## config.mk

```make
export PLATFORM = sky130hd
export DESIGN_NAME = indexador_pasos_bipolar
export DESIGN_NICKNAME = d
export VERILOG_FILES = /design/src/rtl/indexador_pasos_bipolar_pkg.sv /design/src/rtl/indexador_pasos_bipolar_pwm_bobina.sv /design/src/rtl/indexador_pasos_bipolar.sv
export SDC_FILE = /design/constraint.sdc
export NUM_CORES = 1
export LEC_CHECK = 0
export CORE_MARGIN = 2
export CORE_UTILIZATION = 45
export DETAILED_ROUTE_END_ITERATION = 8
export PLACE_DENSITY = 0.73
export SLEW_MARGIN = 20
export SYNTH_ARGS = -nofsm -noshare
export SYNTH_HDL_FRONTEND = slang
export SYNTH_SLANG_ARGS = --single-unit
export TNS_END_PERCENT = 5
```

## constraint.sdc

```tcl
create_clock -name clk -period 5.3 [get_ports clk]
set_input_delay 0.795 -clock clk [delete_from_list [all_inputs] [get_ports clk]]
set_output_delay 0.795 -clock clk [all_outputs]
set_load 0.02 [all_outputs]
```

## src/rtl/indexador_pasos_bipolar_pkg.sv

```systemverilog
// Shared constants, coil bundle and lookup helpers for the stepper indexer.
package indexador_pasos_bipolar_pkg;

  localparam logic [2:0] MS_FULL      = 3'b000;
  localparam logic [2:0] MS_HALF      = 3'b100;
  localparam logic [2:0] MS_QUARTER   = 3'b010;
  localparam logic [2:0] MS_EIGHTH    = 3'b110;
  localparam logic [2:0] MS_SIXTEENTH = 3'b111;

  localparam logic [5:0] INC_FULL      = 6'd16;
  localparam logic [5:0] INC_HALF      = 6'd8;
  localparam logic [5:0] INC_QUARTER   = 6'd4;
  localparam logic [5:0] INC_EIGHTH    = 6'd2;
  localparam logic [5:0] INC_SIXTEENTH = 6'd1;

  localparam logic [5:0] HOME_IDX = 6'd8;
  localparam logic [7:0] PWM_MAX  = 8'd254;

  typedef struct packed {
    logic [7:0] duty;
    logic       neg;
  } coil_t;

  function automatic logic [5:0] ms_inc(input logic [2:0] ms);
    logic [5:0] inc;
    inc = INC_FULL;
    unique case (1'b1)
      (ms == MS_HALF):      inc = INC_HALF;
      (ms == MS_QUARTER):   inc = INC_QUARTER;
      (ms == MS_EIGHTH):    inc = INC_EIGHTH;
      (ms == MS_SIXTEENTH): inc = INC_SIXTEENTH;
      default:              inc = INC_FULL;
    endcase
    return inc;
  endfunction

  // Quarter-wave table: round(255*sin(n*5.625 deg)), n = 0..16
  function automatic logic [7:0] mag(input logic [4:0] n);
    logic [7:0] m;
    m = 8'd255;
    case (n)
      5'd0:    m = 8'd0;
      5'd1:    m = 8'd25;
      5'd2:    m = 8'd50;
      5'd3:    m = 8'd74;
      5'd4:    m = 8'd98;
      5'd5:    m = 8'd120;
      5'd6:    m = 8'd142;
      5'd7:    m = 8'd162;
      5'd8:    m = 8'd180;
      5'd9:    m = 8'd197;
      5'd10:   m = 8'd212;
      5'd11:   m = 8'd225;
      5'd12:   m = 8'd236;
      5'd13:   m = 8'd244;
      5'd14:   m = 8'd250;
      5'd15:   m = 8'd254;
      default: m = 8'd255;
    endcase
    return m;
  endfunction

endpackage

```

## src/rtl/indexador_pasos_bipolar_pwm_bobina.sv

```systemverilog
// One H-bridge coil driver; registered 2-bit drive from shared PWM count.
// INDEXADOR_DECAY_RAPIDO_EN selects fast decay during the off-phase.
module pwm_bobina (
  input  logic       clk,
  input  logic       rst_n,
  input  logic [7:0] cnt,
  input  logic [7:0] duty,
  input  logic       neg,
  input  logic       en,
  output logic [1:0] drive
);

  logic [1:0] on_pol;
  logic [1:0] off_pol;

  assign on_pol = neg ? 2'b01 : 2'b10;

`ifdef INDEXADOR_DECAY_RAPIDO_EN
  assign off_pol = neg ? 2'b10 : 2'b01;
`else
  assign off_pol = 2'b00;
`endif

  always_ff @(posedge clk or negedge rst_n) begin
    if (!rst_n) begin
      drive <= 2'b00;
    end else if (!en || duty == 8'd0) begin
      drive <= 2'b00;
    end else if (cnt < duty) begin
      drive <= on_pol;
    end else begin
      drive <= off_pol;
    end
  end

endmodule

```

## src/rtl/indexador_pasos_bipolar.sv

```systemverilog
// STEP/DIR/MS translator and sine-table PWM drive for a bipolar stepper.
// Option: INDEXADOR_DECAY_RAPIDO_EN (fast decay, handled in pwm_bobina).
module indexador_pasos_bipolar
  import indexador_pasos_bipolar_pkg::*;
#(
  parameter int SYNC_STAGES  = 2,
  parameter int PWM_PRESCALE = 1
) (
  input  logic       clk,
  input  logic       rst_n,
  input  logic       STEP,
  input  logic       DIR,
  input  logic [2:0] MS,
  input  logic       ENABLE_n,
  output logic [1:0] bobinaA,
  output logic [1:0] bobinaB,
  output logic [5:0] pasoIdx,
  output logic       home
);

  localparam int PW = (PWM_PRESCALE > 1) ? $clog2(PWM_PRESCALE) : 1;
  localparam logic [PW-1:0] PRE_LAST = PW'(PWM_PRESCALE - 1);

  logic [SYNC_STAGES-1:0]       step_sy;
  logic [SYNC_STAGES-1:0]       dir_sy;
  logic [SYNC_STAGES-1:0][2:0]  ms_sy;
  logic                         step_d;
  logic                         pulso;

  always_ff @(posedge clk or negedge rst_n) begin
    if (!rst_n) begin
      step_sy <= '0;
      dir_sy  <= '0;
      ms_sy   <= '0;
      step_d  <= 1'b0;
      pulso   <= 1'b0;
    end else begin
      step_sy <= {step_sy[SYNC_STAGES-2:0], STEP};
      dir_sy  <= {dir_sy[SYNC_STAGES-2:0], DIR};
      ms_sy   <= {ms_sy[SYNC_STAGES-2:0], MS};
      step_d  <= step_sy[SYNC_STAGES-1];
      pulso   <= step_sy[SYNC_STAGES-1] & ~step_d;
    end
  end

  logic [5:0] inc;
  logic [5:0] idx_nxt;

  assign inc = ms_inc(ms_sy[SYNC_STAGES-1]);

  always_comb begin
    idx_nxt = pasoIdx;
    if (pulso) begin
      if (dir_sy[SYNC_STAGES-1]) idx_nxt = pasoIdx + inc;
      else                       idx_nxt = pasoIdx - inc;
    end
  end

  always_ff @(posedge clk or negedge rst_n) begin
    if (!rst_n) begin
      pasoIdx <= HOME_IDX;
      home    <= 1'b1;
    end else begin
      pasoIdx <= idx_nxt;
      home    <= (idx_nxt == HOME_IDX);
    end
  end

  logic [1:0] q;
  logic [4:0] kf;
  logic [4:0] kr;
  coil_t      nxt_a;
  coil_t      nxt_b;

  assign q  = pasoIdx[5:4];
  assign kf = {1'b0, pasoIdx[3:0]};
  assign kr = 5'd16 - kf;

  always_comb begin
    nxt_a = '0;
    nxt_b = '0;
    unique case (q)
      2'd0: begin
        nxt_a.duty = mag(kr);
        nxt_b.duty = mag(kf);
      end
      2'd1: begin
        nxt_a.duty = mag(kf);
        nxt_a.neg  = 1'b1;
        nxt_b.duty = mag(kr);
      end
      2'd2: begin
        nxt_a.duty = mag(kr);
        nxt_a.neg  = 1'b1;
        nxt_b.duty = mag(kf);
        nxt_b.neg  = 1'b1;
      end
      default: begin
        nxt_a.duty = mag(kf);
        nxt_b.duty = mag(kr);
        nxt_b.neg  = 1'b1;
      end
    endcase
  end

  logic [PW-1:0] pre;
  logic          tick;
  logic [7:0]    cnt;
  coil_t         lat_a;
  coil_t         lat_b;

  assign tick = (pre == PRE_LAST);

  // Duty and sign only change at the wrap so every period is whole
  always_ff @(posedge clk or negedge rst_n) begin
    if (!rst_n) begin
      pre   <= '0;
      cnt   <= '0;
      lat_a <= '0;
      lat_b <= '0;
    end else begin
      pre <= tick ? '0 : pre + 1'b1;
      if (tick) begin
        if (cnt == PWM_MAX) begin
          cnt   <= '0;
          lat_a <= nxt_a;
          lat_b <= nxt_b;
        end else begin
          cnt <= cnt + 8'd1;
        end
      end
    end
  end

  pwm_bobina u_bob_a (
    .clk   (clk),
    .rst_n (rst_n),
    .cnt   (cnt),
    .duty  (lat_a.duty),
    .neg   (lat_a.neg),
    .en    (~ENABLE_n),
    .drive (bobinaA)
  );

  pwm_bobina u_bob_b (
    .clk   (clk),
    .rst_n (rst_n),
    .cnt   (cnt),
    .duty  (lat_b.duty),
    .neg   (lat_b.neg),
    .en    (~ENABLE_n),
    .drive (bobinaB)
  );

endmodule

```

* Word-level counts from Yosys, hierarchy flattened
Memory sizes are Yosys's and may differ from the RTL's.
Cells that the tools add are included.
** Storage, ports and cells
- Register bits after elaboration :: 50
- Bits in read-only memories :: 1024
- Output and inout port bits :: 11
- Memories :: 8
** Cells by class
- Add/subtract/negate cells :: 5
- Magnitude comparators :: 2
- Equality and inequality tests :: 8
- Mux-type cells :: 19
- Bitwise logic cells :: 3
- Reduce and logical (&&, ||, !) cells :: 8
** Memory list
- (no name shown) :: words 16, width 8, read ports 1, clocked after Yosys merged registers in 0, wr ports 0, line indexador_pasos_bipolar_pkg.sv:41 : case (n)
- (no name shown) :: words 16, width 8, read ports 1, clocked after Yosys merged registers in 0, wr ports 0, line indexador_pasos_bipolar_pkg.sv:41
- (no name shown) :: words 16, width 8, read ports 1, clocked after Yosys merged registers in 0, wr ports 0, line indexador_pasos_bipolar_pkg.sv:41
- (no name shown) :: words 16, width 8, read ports 1, clocked after Yosys merged registers in 0, wr ports 0, line indexador_pasos_bipolar_pkg.sv:41
- (no name shown) :: words 16, width 8, read ports 1, clocked after Yosys merged registers in 0, wr ports 0, line indexador_pasos_bipolar_pkg.sv:41
- (no name shown) :: words 16, width 8, read ports 1, clocked after Yosys merged registers in 0, wr ports 0, line indexador_pasos_bipolar_pkg.sv:41
- +2 memories
** Operator list (number)
- $pmux W8 S3 :: 2
- $mux W8 :: 5
- $pmux W5 S4 :: 1
- $logic_not A8 Y1 :: 2
- $lt A8 B8 Y1 :: 2
- $mux W2 :: 6
- $mux W6 :: 2
- $eq A3 B3 Y1 const B :: 3
- $add A8 B1 Y8 const B :: 1
- $eq A8 B8 Y1 const B :: 1
- $add A6 B6 Y6 :: 1
- $eq A6 B4 Y1 const B :: 1
- $sub A6 B6 Y6 :: 1
- $sub A5 B4 Y5 const A :: 1
- $reduce_or A2 Y1 :: 2
- $eq A3 B2 Y1 const B :: 1
- $mux W1 :: 3
- $eq A2 B1 Y1 const B :: 1
- $eq A2 B2 Y1 const B :: 1
- $logic_not A2 Y1 :: 1
- $logic_or A1 B1 Y1 :: 2
- $not A1 Y1 :: 2
- $reduce_and A2 Y1 :: 1
- $add A1 B1 Y1 const B :: 1
- $and A1 B1 Y1 :: 1

* Logic depth before layout (Yosys ltp)
Gate-level depths: netlist (run 1).
- Word-level depth :: 6
- Mapped depth :: 13

* Hierarchy
From an unflattened synthesis (run 1), not the netlist that was laid out.
** Second synthesis, totals
- Cells, all modules :: 369
- Area total of the unflattened synthesis :: 3397.0 um^2
** Modules (own cells, without submodules)
- indexador_pasos_bipolar :: times used 1, cells each 303, area an instance 2861.5 um^2
- pwm_bobina :: times used 2, cells each 33, area an instance 267.8 um^2

* Least setup slack after synthesis (run 1)
OpenSTA, ideal clock, no wires.
- Path type :: reg-to-reg
- Start :: reg ms_sy[4] in the netlist's numbering
- End :: reg home
- Library setup time :: 0.084 ns
- Arrival time :: 2.649 ns
- Required time :: 5.216 ns
- Setup slack :: 2.568 ns
- Cell stages (with the launch flop) :: 14
- Buffers on the path :: 0
- Cell sequence :: dfrtp_1 > and3_1 > inv_1 > ha_1 > o21ai_0 > nand2_1 > o22ai_1 > inv_1 > fa_1 > nand2b_1 > and3_1 > or3_1 > nand4bb_1 > nor3b_1
** On the way
- Longest elaborated chain between the ends :: 6
- Elaborated cells on any way between the ends :: 10
- Classes of those cells :: add/sub: 2; eq/ne: 5; mux: 3
** RTL lines
- start: declaration :: line indexador_pasos_bipolar.sv:26 : logic [SYNC_STAGES-1:0][2:0] ms_sy;
- start signal: assignment :: line indexador_pasos_bipolar.sv:40 : ms_sy <= {ms_sy[SYNC_STAGES-2:0], MS};
- $eq A3 B3 Y1 (tied with other cells) :: line indexador_pasos_bipolar_pkg.sv:31 : (ms == MS_SIXTEENTH): inc = INC_SIXTEENTH;
- $pmux W5 S4 * :: line indexador_pasos_bipolar_pkg.sv:27 : unique case (1'b1)
- $sub A6 B6 Y6 / $add A6 B6 Y6 (equally long branches) :: line indexador_pasos_bipolar.sv:55, indexador_pasos_bipolar.sv:54
- $mux W6 * :: line indexador_pasos_bipolar.sv:54 : if (dir_sy[SYNC_STAGES-1]) idx_nxt = pasoIdx + inc;
- $mux W6 * :: line indexador_pasos_bipolar.sv:53 : if (pulso) begin
- named net idx_nxt[4] :: line indexador_pasos_bipolar.sv:47 : logic [5:0] idx_nxt;
- $eq A6 B4 Y1 * :: line indexador_pasos_bipolar.sv:65 : home <= (idx_nxt == HOME_IDX);
- end signal: assignment :: line indexador_pasos_bipolar.sv:65
- end: declaration :: line indexador_pasos_bipolar.sv:18 : output logic home
The timed path passes the listed nets; every way through them passes the cells marked *.
A chain may end at the register's enable or synchronous reset.

* Final worst setup path (run 1)
Ends and elaborated chain as after synthesis.

==> results.toml, run 1 <==
[status]
status = "completed"

[detailed_routing]
drt_iter0_drc = 179
dr.pass1.iters = 4
ant_nets = 0
drc = 0
wl_per_cell_microns = 15.1
finalWirelength_microns = 7350
vias = 2779
via_per_inst = 5.71

[cts]
cts_setup_buffers = 0
cts_buffer_depth = 2
ctsHtreeMaxLevel = 2
clock_latency_ns = 0.30
cts_num_sinks = 49
clk_pin_slew_worst_paths_ns = 0.09
cts_resized = 0
clockRootBuffer = "clkbuf_8"
cts_tree = "done"
numCtsBuffers = 5
ctsHoldBuffers = 0

[min_path]
hp-class = "reg2reg"
whs_path_depth = 0
hold_end = "ms_sy[4]"
min_from = "ms_sy[1]"

[floorplan]
die_w_microns = 90.3
io_pins = 19
core_area_sq_um = 7210
initial_utilization_pct = 46.4
die_area_sq_um = 8150
die_y_microns = 90.3
rows = 31

[sta]
timing.final.crit_period_ns = 2.97
tns_ns = 0
setup_viol = 0
fin_skew_ns = 0.0109
drv_slew = 0
fin_crit_sh_pct = 56.0
max_slew_margin_pct = 51.0
finalHoldViolations = 0
tightest_slew_ns = 0.734
rsz0062_at_grt = "no"
fmax_ghz = 0.337

[setup_path]
worstPathMaxFanout = 6
r2r_cells = 13
crit-reg2reg-launch = "ms_sy[4]"
worstPathArrival_ns = 3.19
required_ns = 5.52
timing.critical_path.depth = 13
path_class = "reg2reg"
rrSetupSlack_ns = 2.33
r2r_end = "home"
path_delay_family = "simple AND/OR/NAND/NOR gates"
crit_slowest_cell = "dfrtp_1"
crit_chain = "and3_1, inv_1, ha_1, o21ai_0, nand2_1, o22ai_1, inv_1, fa_1, nand2b_1, and3_1, or3_1, nand4bb_1, nor3b_1"
worst_setup_path_end_kind = "flip-flop"
critPathMaxStageDelay_ns = 0.45
crit_buf_inv = 2
worstSetupStartpointType = "flip-flop"

[grt]
antenna_found_initial = 0
grt_overflow = 0
grt_use_total_pct = 19.1
grt_start_max_net_pins = 50
grt_pass1_wl_microns = 12700
first_global_vias = 2669

[final_layout]
finalNetCount = 429
num_antenna_cells = 0
seq_area_sq_um = 1230
area_delta_synth_final_pct = 9.45
final_area_sq_um = 3660
fin_cells = 487
drive_above_1_share_pct = 5.93
fill_cells = 692
multiInputGateArea_sq_um = 1920

[placed_design]
port_buffers = 18
gp_congestion = 0.846
dp_cells = 479
dp_hpwl_microns = 5440
post_dp_cell_area_sq_um = 3570

[yosys]
yosys_warnings = 0
synth-edff-count = 0
syn_area_per_cell_sq_um = 8.88
synth_cell_type_count = 54
syn-num-nets = 419
yosysSeqAreaShare_pct = 36.7
syn_inst = 377
synthesis.area_sq_um = 3350
ys.flop_type = "dfrtp_1"
synth-async-reset-ratio_pct = 100
ys_ff_latch = 49

[flow_run]
cap_violations = 0

[power_and_ir_drop]
ir_drop_v = 0.000275
power_density_nw_per_um2 = 392
p_leak_nw = 1.59
total_power_mw = 1.44
[layout by cell type (no fill, tap or decap), drive strengths merged, types with 4 or more instances in the layout]
cell type	instances
nand2	34
a31oi	5
mux2i	5
ha	33
o31ai	5
nor2b	5
nand3	9
clkbuf	6
a21o	4
clkdlybuf4s50	17
or3	5
o21ai	24
nand3b	4
nor2	26
a21oi	32
dfrtp	47
a211oi	4
nor4	5
nor3	7
nand2b	13
inv	31
a211o	4
xnor2	5
o22ai	9
[logic make-up (layout without fill, tap and decap cells)]
group                      after synthesis  count (layout)  share of synthesized area, %
DFF                                     49              49                          36.7
muxes                                    6               6                          1.83
AOI/OAI and AO/OA                      107             107                          20.6
xor gates and xnor gates                 8               8                          2.32
adders and majority gates               34              34                          12.9
buffers and inverters                   47              58                          5.87
and+or+nand+nor                        126             126                          19.8
[Yosys cell counts (all sizes together) (5+ instances only)]
cell    number  share of area [%]
nor3         7                1.4
nor4         5               0.93
a21oi       32                4.8
mux2i        5                1.5
buf         12                1.9
ha          33                 12
dfrtp       47                 35
o22ai        9                1.7
xnor2        5                1.5
nand2       34                3.8
nand3        9                1.3
o21ai       24                3.6
nor2        26                2.9
inv         31                3.5
or3          5                1.1
o31ai        5                1.1
nand2b      13                2.4
a31oi        5               0.93
nor2b        5               0.93
[report_power, final]
part | switching (mW) | internal, mW
registers | 0.0800 | 0.403
logic | 0.438 | 0.297
clock network | 0.126 | 0.0932
[layout make-up]
| type | count | area share, % |
|---|---|---|
| clock buffer | 6 | 1.98 |
| clock inverter | 2 | 0.410 |
| inverter | 31 | 3.18 |
| multi-input combinational | 281 | 52.5 |
| sequential | 49 | 33.5 |
| tap | 99 | 3.38 |
| timing repair buffer | 19 | 5.05 |
[state kept, by name, indices dropped and copies added (netlist names)]
signal	cells
pulso	1
ms_sy	6
pasoIdx	6
lat_a	9
step_sy	2
home	1
dir_sy	2
step_d	1
cnt	8
u_bob_a.drive	2
lat_b	9
u_bob_b.drive	2
[layer usage]
metal,GRT usage [%],up-vias,share of wire (%)
li1,-,1368,-
met3,3.51,10,4.3
met2,32.7,68,48
met4,4.49,0,1.3
met1,25.3,1333,46
met5,0,-,0
[stage by stage]
step / utilization, % / worst slack (ns) / hold WS (ns)
2_1_floorplan: - / 2.57 / 0.331
3_3_place_gp: 49.5 / 2.43 / 0.332
3_5_place_dp: 49.5 / 2.36 / 0.337
4_1_cts: 50.8 / 2.31 / 0.358
5_1_grt: 50.8 / 2.03 / 0.364
6_report: 50.8 / 2.33 / 0.355
[how the worst max path moves through the flow]
stage,from,to,slack (ns)
detailed placement,ms_sy[4],home,2.36
floorplan,ms_sy[4],home,2.57
finish,ms_sy[4],home,2.33
CTS,ms_sy[4],home,2.31
global route,ms_sy[4],home,2.03
global placement,ms_sy[4],home,2.43
Note: power is estimated with default switching activity, not from simulation.
==> run 2: changes to the inputs <==
- clock period: 5.3 -> 3.1 ns (I/O delays scaled with it)
==> run 2 against run 1 <==
Maximum frequency rose by 2.0%. Combinational power up 85%. Routed wire length decreased by 0.95%. Worst hold slack worse by 0.20 ns. Sequential power grew 56%. Via count decreased by 1.8%. Global-route usage is 0.52 points lower. Sequential share of layout area down 0.58 points. Utilization up 1.0 points. Clock power is 73% higher. Die area did not move. Largest cell class unchanged.
==> results.toml, run 2 (synthesized netlist as in run 1, its figures left out) <==
[setup_path]
crit-reg2reg-launch = "ms_sy[3]"
crit_slowest_cell = "fa_1"
worstPathArrival_ns = 3.13
critPathMaxStageDelay_ns = 0.43
r2r_end = "home"
path_delay_family = "simple AND/OR/NAND/NOR gates"
crit_chain = "and3_1, inv_1, ha_1, o21ai_0, nand2_1, o22ai_2, inv_1, fa_1, nand2b_1, and3_1, or3_1, nand4bb_1, nor3b_2"
crit_buf_inv = 2
worstSetupStartpointType = "flip-flop"
r2r_cells = 13
worstPathMaxFanout = 6
rrSetupSlack_ns = 0.19
path_class = "reg2reg"
required_ns = 3.32
worst_setup_path_end_kind = "flip-flop"

[grt]
grt_overflow = 0
antenna_found_initial = 0
grt_use_total_pct = 18.6
grt_pass1_wl_microns = 12500
first_global_vias = 2627
grt_start_max_net_pins = 50

[power_and_ir_drop]
power_density_nw_per_um2 = 668
p_leak_nw = 1.64
ir_drop_v = 0.000513
total_power_mw = 2.50

[sta]
max_slew_margin_pct = 55.1
tns_ns = 0
whs_ns = 0.159
fin_crit_sh_pct = 93.9
timing.final.crit_period_ns = 2.91
finalHoldViolations = 0
tightest_slew_ns = 0.671
fin_skew_ns = 0.0124
drv_slew = 0
fmax_ghz = 0.344
setup_viol = 0

[cts]
clockRootBuffer = "clkbuf_8"
cts_buffer_depth = 2
ctsHtreeMaxLevel = 2
clock_latency_ns = 0.31
ctsHoldBuffers = 0
clk_pin_slew_worst_paths_ns = 0.09
cts_num_sinks = 49
numCtsBuffers = 5
cts_tree = "done"

[final_layout]
final_cell_mix = "dfrtp_1 (45), nand2_1 (34), ha_1 (33)"
final_common_cell = "dfrtp_1"
drive_above_1_share_pct = 8.84
reg_top3 = "lat_a: 9 flops, lat_b: 9 flops, cnt: 8 flops"
finalNetCount = 437
num_antenna_cells = 0
fin_cells = 495
area_delta_synth_final_pct = 11.6

[floorplan]
io_pins = 19
die_area_sq_um = 8150
initial_utilization_pct = 46.4
rows = 31
die_y_microns = 90.3
core_area_sq_um = 7210
die_w_microns = 90.3

[detailed_routing]
dr.pass1.iters = 4
finalWirelength_microns = 7280
drt_iter0_drc = 193
vias = 2728
ant_nets = 0
wl_per_cell_microns = 14.7
drc = 0
via_per_inst = 5.51

[status]
status = "completed"

[min_path]
hp-class = "in2async"

[placed_design]
dp_cells = 485
gp_congestion = 0.828
dp_hpwl_microns = 5410
port_buffers = 18

[flow_run]
cap_violations = 0
==> run 2: metrics by stage <==
stage / utilization, % / setup slack (ns) / cell area (sq um)
after floorplan: - / 0.368 / 3350
after global placement: 50.2 / 0.221 / 3620
after detailed placement: 50.2 / 0.131 / 3620
after CTS: 51.4 / 0.0775 / 3710
after global routing: 51.8 / -0.0454 / 3740
final: 51.8 / 0.189 / 3740
==> run 2: routing by layer <==
layer | vias to the layer above | routed length (microns) | track usage (%)
met3 | 9 | 264 | 2.92
met5 | - | 0 | 0
met4 | 0 | 100 | 5.38
met2 | 54 | 3400 | 30.5
li1 | 1379 | - | -
met1 | 1286 | 3520 | 25.7
==> run 2: layout make-up <==
| type | instances | area [sq um] |
|---|---|---|
| tap | 99 | 124 |
| sequential | 49 | 1230 |
| fill | 708 | 3480 |
| timing repair buffer | 27 | 245 |
| inverter | 31 | 116 |
| clock inverter | 2 | 13.8 |
| clock buffer | 6 | 72.6 |
| multi-input combinational | 281 | 1930 |
==> run 2: worst reg2reg max path, cell delays in order (launching register included) <==
cell and delay (ns):
dfrtp_1 0.41, and3_1 0.20, inv_1 0.05, ha_1 0.23, o21ai_0 0.08, nand2_1 0.11
o22ai_2 0.15, inv_1 0.08, fa_1 0.43, nand2b_1 0.17, and3_1 0.16, or3_1 0.35
nand4bb_1 0.21, nor3b_2 0.20
==> run 2: worst max path at each step <==
stage             start  endpoint  slack [ns]  cells past startpoint
3_3_place_gp   ms_sy[4]      home        0.22                     13
5_1_grt        ms_sy[3]      home       -0.05                     13
2_1_floorplan  ms_sy[4]      home        0.37                     13
4_1_cts        ms_sy[4]      home        0.08                     13
6_report       ms_sy[3]      home        0.19                     13
3_5_place_dp   ms_sy[4]      home        0.13                     13
==> run 2: power breakdown <==
group          internal [mW]  switching [mW]
combinational          0.538           0.826
clock                  0.161           0.218
sequential             0.689          0.0652
total                   1.39            1.11
==> run 2: what timing repair did <==
action | in CTS | in global routing
gates resized for setup | 0 | 4
endpoints found under the setup margin | 0 | 2
setup buffers | 0 | 2
==> run 3: changes to the inputs <==
- SETUP_SLACK_MARGIN: unset -> 0.02
==> run 3 against run 2 <==
Combinational power about the same. Worst hold slack worse by 0.011 ns. Sequential cell count did not move. First-iteration DRC count shrank 7.8%. Count of clock-buffer cells in the layout unchanged. Clock power hardly changed. Utilization increased by 0.069 points. Register-to-register slack hardly changed. Die area stayed put. Clock skew is 0.0018 ns lower. Global-route usage did not move. Setup slack got worse by 0.0044 ns. Critical path type unchanged. Critical endpoint unchanged. Largest power group unchanged. Highest routed layer unchanged.
==> results.toml, run 3 (synthesized netlist as in run 1, its figures left out) <==
[setup_path]
worst_path_most_repeated_cell = "inv_1"
crit_buf_inv = 2
worstPathArrival_ns = 3.14
worstPathMaxFanout = 6
crit-reg2reg-launch = "ms_sy[5]"
worstSetupStartpointType = "flip-flop"
critPathMaxStageDelay_ns = 0.43
path_class = "reg2reg"
r2r_cells = 13
crit_chain = "and3_4, inv_1, ha_1, o21ai_0, nand2_1, o22ai_2, inv_1, fa_1, nand2b_1, and3_1, or3_1, nand4bb_1, nor3b_2"
worst_setup_path_end_kind = "flip-flop"
crit_slowest_cell = "dfrtp_2"
r2r_end = "home"
path_delay_family = "simple AND/OR/NAND/NOR gates"
required_ns = 3.32
rrSetupSlack_ns = 0.19

[grt]
grt_start_max_net_pins = 50
grt_overflow = 0
antenna_found_initial = 0
grt_pass1_wl_microns = 12500
grt_use_total_pct = 18.6
first_global_vias = 2627

[power_and_ir_drop]
p_seq_share_pct = 30.2
p_leak_nw = 1.64
power_density_nw_per_um2 = 668
p_int_mw = 1.39
power_frac_comb_pct = 54.6
net-switching-power_mw = 1.11
total_power_mw = 2.50
ir_drop_v = 0.000513
clkPwrFrac_pct = 15.2
p_sw_share_pct = 44.4

[final_layout]
reg_top3 = "lat_a: 9 flops, lat_b: 9 flops, cnt: 8 flops"
num_antenna_cells = 0
final_common_cell = "dfrtp_1"
final_cell_mix = "dfrtp_1 (45), nand2_1 (34), ha_1 (33)"
utilization_pct = 51.9
area_delta_synth_final_pct = 11.8
fill_cells = 706
drive_above_1_share_pct = 9.09
multiInputGateArea_sq_um = 1940
finalNetCount = 437
seq_area_sq_um = 1230

[sta]
finalHoldViolations = 0
timing.final.crit_period_ns = 2.91
fin_skew_ns = 0.0106
tns_ns = 0
fin_crit_sh_pct = 94.0
drv_slew = 0
max_slew_margin_pct = 56.5
fmax_ghz = 0.343
tightest_slew_ns = 0.650
setup_viol = 0

[placed_design]
gp_congestion = 0.828
dp_hpwl_microns = 5410
port_buffers = 18

[flow_run]
cap_violations = 0

[cts]
clk_pin_slew_worst_paths_ns = 0.09
clock_latency_ns = 0.31
ctsHoldBuffers = 0
clockRootBuffer = "clkbuf_8"
cts_num_sinks = 49
ctsHtreeMaxLevel = 2
cts_buffer_depth = 2
cts_tree = "done"
numCtsBuffers = 5

[detailed_routing]
drc = 0
via_per_inst = 5.54
finalWirelength_microns = 7270
wl_per_cell_microns = 14.7
drt_iter0_drc = 178
dr.pass1.iters = 4
vias = 2742
ant_nets = 0

[floorplan]
initial_utilization_pct = 46.4
rows = 31
die_area_sq_um = 8150
io_pins = 19
die_w_microns = 90.3
core_area_sq_um = 7210
die_y_microns = 90.3

[min_path]
hp-class = "in2async"

[status]
status = "completed"
run 3: power by group through the flow:
stage	Clock, mW	Sequential [mW]	Combinational [mW]
floorplan	0	0.800	0.971
global placement	0	0.765	1.32
detailed placement	0	0.765	1.34
CTS	0.385	0.754	1.35
global route	0.410	0.764	1.52
finish	0.380	0.755	1.36
run 3: layer usage:
layer / share of wire, % / global-route usage, % / vias to the layer above
met5: 0 / 0 / -
li1: - / - / 1381
met1: 48 / 25.7 / 1289
met2: 47 / 30.5 / 63
met4: 1.4 / 5.38 / 0
met3: 3.8 / 2.92 / 9
run 3: area by class of cell:
| class | count | share of cell area (%) |
|---|---|---|
| multi-input combinational | 281 | 51.8 |
| sequential | 49 | 32.9 |
| timing repair buffer | 27 | 6.55 |
| tap | 99 | 3.31 |
| inverter | 31 | 3.11 |
| clock buffer | 6 | 1.94 |
| clock inverter | 2 | 0.368 |
run 3: stage by stage:
stage               worst slack (ns)  instance area [sq um]  cells  hold WS, ns
floorplan                      0.368                   3350    377        0.169
global placement               0.221                   3620    485        0.332
detailed placement             0.131                   3620    485        0.336
CTS                           0.0775                   3710    493        0.356
global route                 -0.0235                   3740    495        0.207
finish                         0.185                   3740    495        0.148
run 3: timing repair:
action / 4_1_cts / 5_1_grt
endpoints found under the setup margin: 0 / 2
resized for setup: 0 / 5
buffers inserted: 0 / 2
run 3: worst max path at each step:
stage          slack [ns]     start   end  depth (start not counted)
3_5_place_dp         0.13  ms_sy[4]  home                         13
5_1_grt             -0.02  ms_sy[3]  home                         12
3_3_place_gp         0.22  ms_sy[4]  home                         13
2_1_floorplan        0.37  ms_sy[4]  home                         13
6_report             0.19  ms_sy[5]  home                         13
4_1_cts              0.08  ms_sy[4]  home                         13
==> variant: new RTL, flow settings as in run 3 <==
Change the package constant `PWM_MAX` from 8'd254 to 8'd127.
--- a/src/rtl/indexador_pasos_bipolar_pkg.sv
+++ b/src/rtl/indexador_pasos_bipolar_pkg.sv
@@ -16,3 +16,3 @@
   localparam logic [5:0] HOME_IDX = 6'd8;
-  localparam logic [7:0] PWM_MAX  = 8'd254;
+  localparam logic [7:0] PWM_MAX  = 8'd127;
 
Check against the original RTL: same outputs for any inputs over 10 cycles, from zero or initial values and one cycle with rst_n low; that may be too few to reach the edited logic, so the function may still have changed.
==> variant against run 3 <==
Die area grew 4.1%; first-iteration DRC count shrank 15%; cell area grew 3.0%; critical path type unchanged; non-clock buffer count shrank 1; combinational power grew 4%; area after synthesis grew 4.3%; total power grew 4.9%; fmax grew 1.6%; worst setup slack gained 0.047 ns; hold slack gained 0.0064 ns; sequential cell count is the same; critical endpoint unchanged; count of clock-buffer cells in the layout is the same; wire length grew 0.25%.
==> variant: results (changes against run 3) <==
The area fraction in compound gates after synthesis came out at 21.3% (was 20.6%). The via count of the first global-routing pass came out at 2672 (was 2627). The non-clock inverter instance count of the final layout came to 32 (was 31). The mux cell area share after synthesis came to 1.72% (was 1.83%). The number of filler instances in the final layout came out at 729 (was 706). The proportion of final cell area spent on non-clock buffers is 6.17% (was 6.55%). The static leakage power came out at 1.67 nW (was 1.64 nW). The number of nets in the layout is 440 (was 437). The worst hold slack is 0.154 ns (was 0.148 ns). The headroom to the max-slew limit was 49.9% (was 56.5%).

The maximum clock rate came out at 0.349 GHz (was 0.343 GHz). The global-route wire length before repair came to 12700 µm (was 12500 µm). The clock-cell share of area came out at 2.89% (was 2.31%). The number of instances in the placed design is 491 (was 485). The adder-cell share of the synthesized area came out at 12.0% (was 12.9%). The via count of the routed design came out at 2788 (was 2742). The post-synthesis net count is 430 (was 419). The sequential portion of the cell area is 31.9% (was 32.9%).

Result of the run: complete, no violations (unchanged). The worst-case clock skew is 0.0128 ns (was 0.0106 ns). The number of distinct library cells after synthesis was 60 (was 54). The origin of the critical flop-to-flop path is ms_sy[4] (was ms_sy[5]). The setup slack at placement came out at 0.147 ns (was 0.131 ns). The wire length per cell after detailed routing is 14.5 µm (was 14.7 µm). The share of the final layout cell area in multi-input gates came out at 52.6% (was 51.8%). The post-synthesis instance total came to 389 (was 377).

The routed wire length is 7280 µm (was 7270 µm). The global routing usage summed across all routing layers came out at 18.4% (was 18.6%). The multi-input combinational cell count came out at 285 (was 281). The cell with the largest stage delay on the worst path is sky130_fd_sc_hd__fa_1 (was sky130_fd_sc_hd__dfrtp_2). Dominant cells by area after synthesis: sky130_fd_sc_hd__dfrtp_1 34%, sky130_fd_sc_hd__ha_1 11%, sky130_fd_sc_hd__a21oi_1 4.2%, sky130_fd_sc_hd__o21ai_0 3.7%, sky130_fd_sc_hd__inv_1 3.4% (was sky130_fd_sc_hd__dfrtp_1 35%, sky130_fd_sc_hd__ha_1 12%, sky130_fd_sc_hd__a21oi_1 4.8%, sky130_fd_sc_hd__nand2_1 3.8%, sky130_fd_sc_hd__o21ai_0 3.6%). The global placement routability congestion came out at 0.833 (was 0.828).

The chip width was 92.1 µm (was 90.3 µm). The number of diodes came out at 0 (unchanged). The final instance area is 3850 µm² (was 3740 µm²).

The share of the synthesized area in the top cell type is 33.7% (was 35.1%). The largest vdd supply drop is 0.302 mV (was 0.513 mV). The placed wire-length estimate came to 5390 µm (was 5410 µm). The number of buffers other than clock buffers in the final layout is 26 (was 27).

The post-synthesis xor/xnor area fraction came out at 2.22% (was 2.32%). List of most frequent post-synthesis cells: 47 x sky130_fd_sc_hd__dfrtp_1, 32 x sky130_fd_sc_hd__ha_1, 32 x sky130_fd_sc_hd__inv_1 (was 47 x sky130_fd_sc_hd__dfrtp_1, 34 x sky130_fd_sc_hd__nand2_1, 33 x sky130_fd_sc_hd__ha_1).
variant: cell count changes after synthesis, moves of 5 or more:
cell                              run 3  this run
sky130_fd_sc_hd__nand2_1             34        25
sky130_fd_sc_hd__nor2b_1              5        10
sky130_fd_sc_hd__clkbuf_1             4         9
sky130_fd_sc_hd__o22ai_1              9         1
sky130_fd_sc_hd__nor2_1              26        20
sky130_fd_sc_hd__and3_1               3         8
variant: layer usage:
| layer | GRT usage [%] | routed length, µm |
|---|---|---|
| met3 | 3.12 | 260 |
| met5 | 0 | 0 |
| met4 | 5.72 | 70 |
| met2 | 30.6 | 3590 |
| met1 | 24.6 | 3360 |
variant: report_power, final:
group	internal (W)	switching [W]	total (W)	leakage, nW
logic	0.000564	0.000857	0.00142	0.990
clock network	0.000242	0.000210	0.000452	0.0554
registers	0.000687	0.0000613	0.000748	0.625
total	0.00149	0.00113	0.00262	1.67
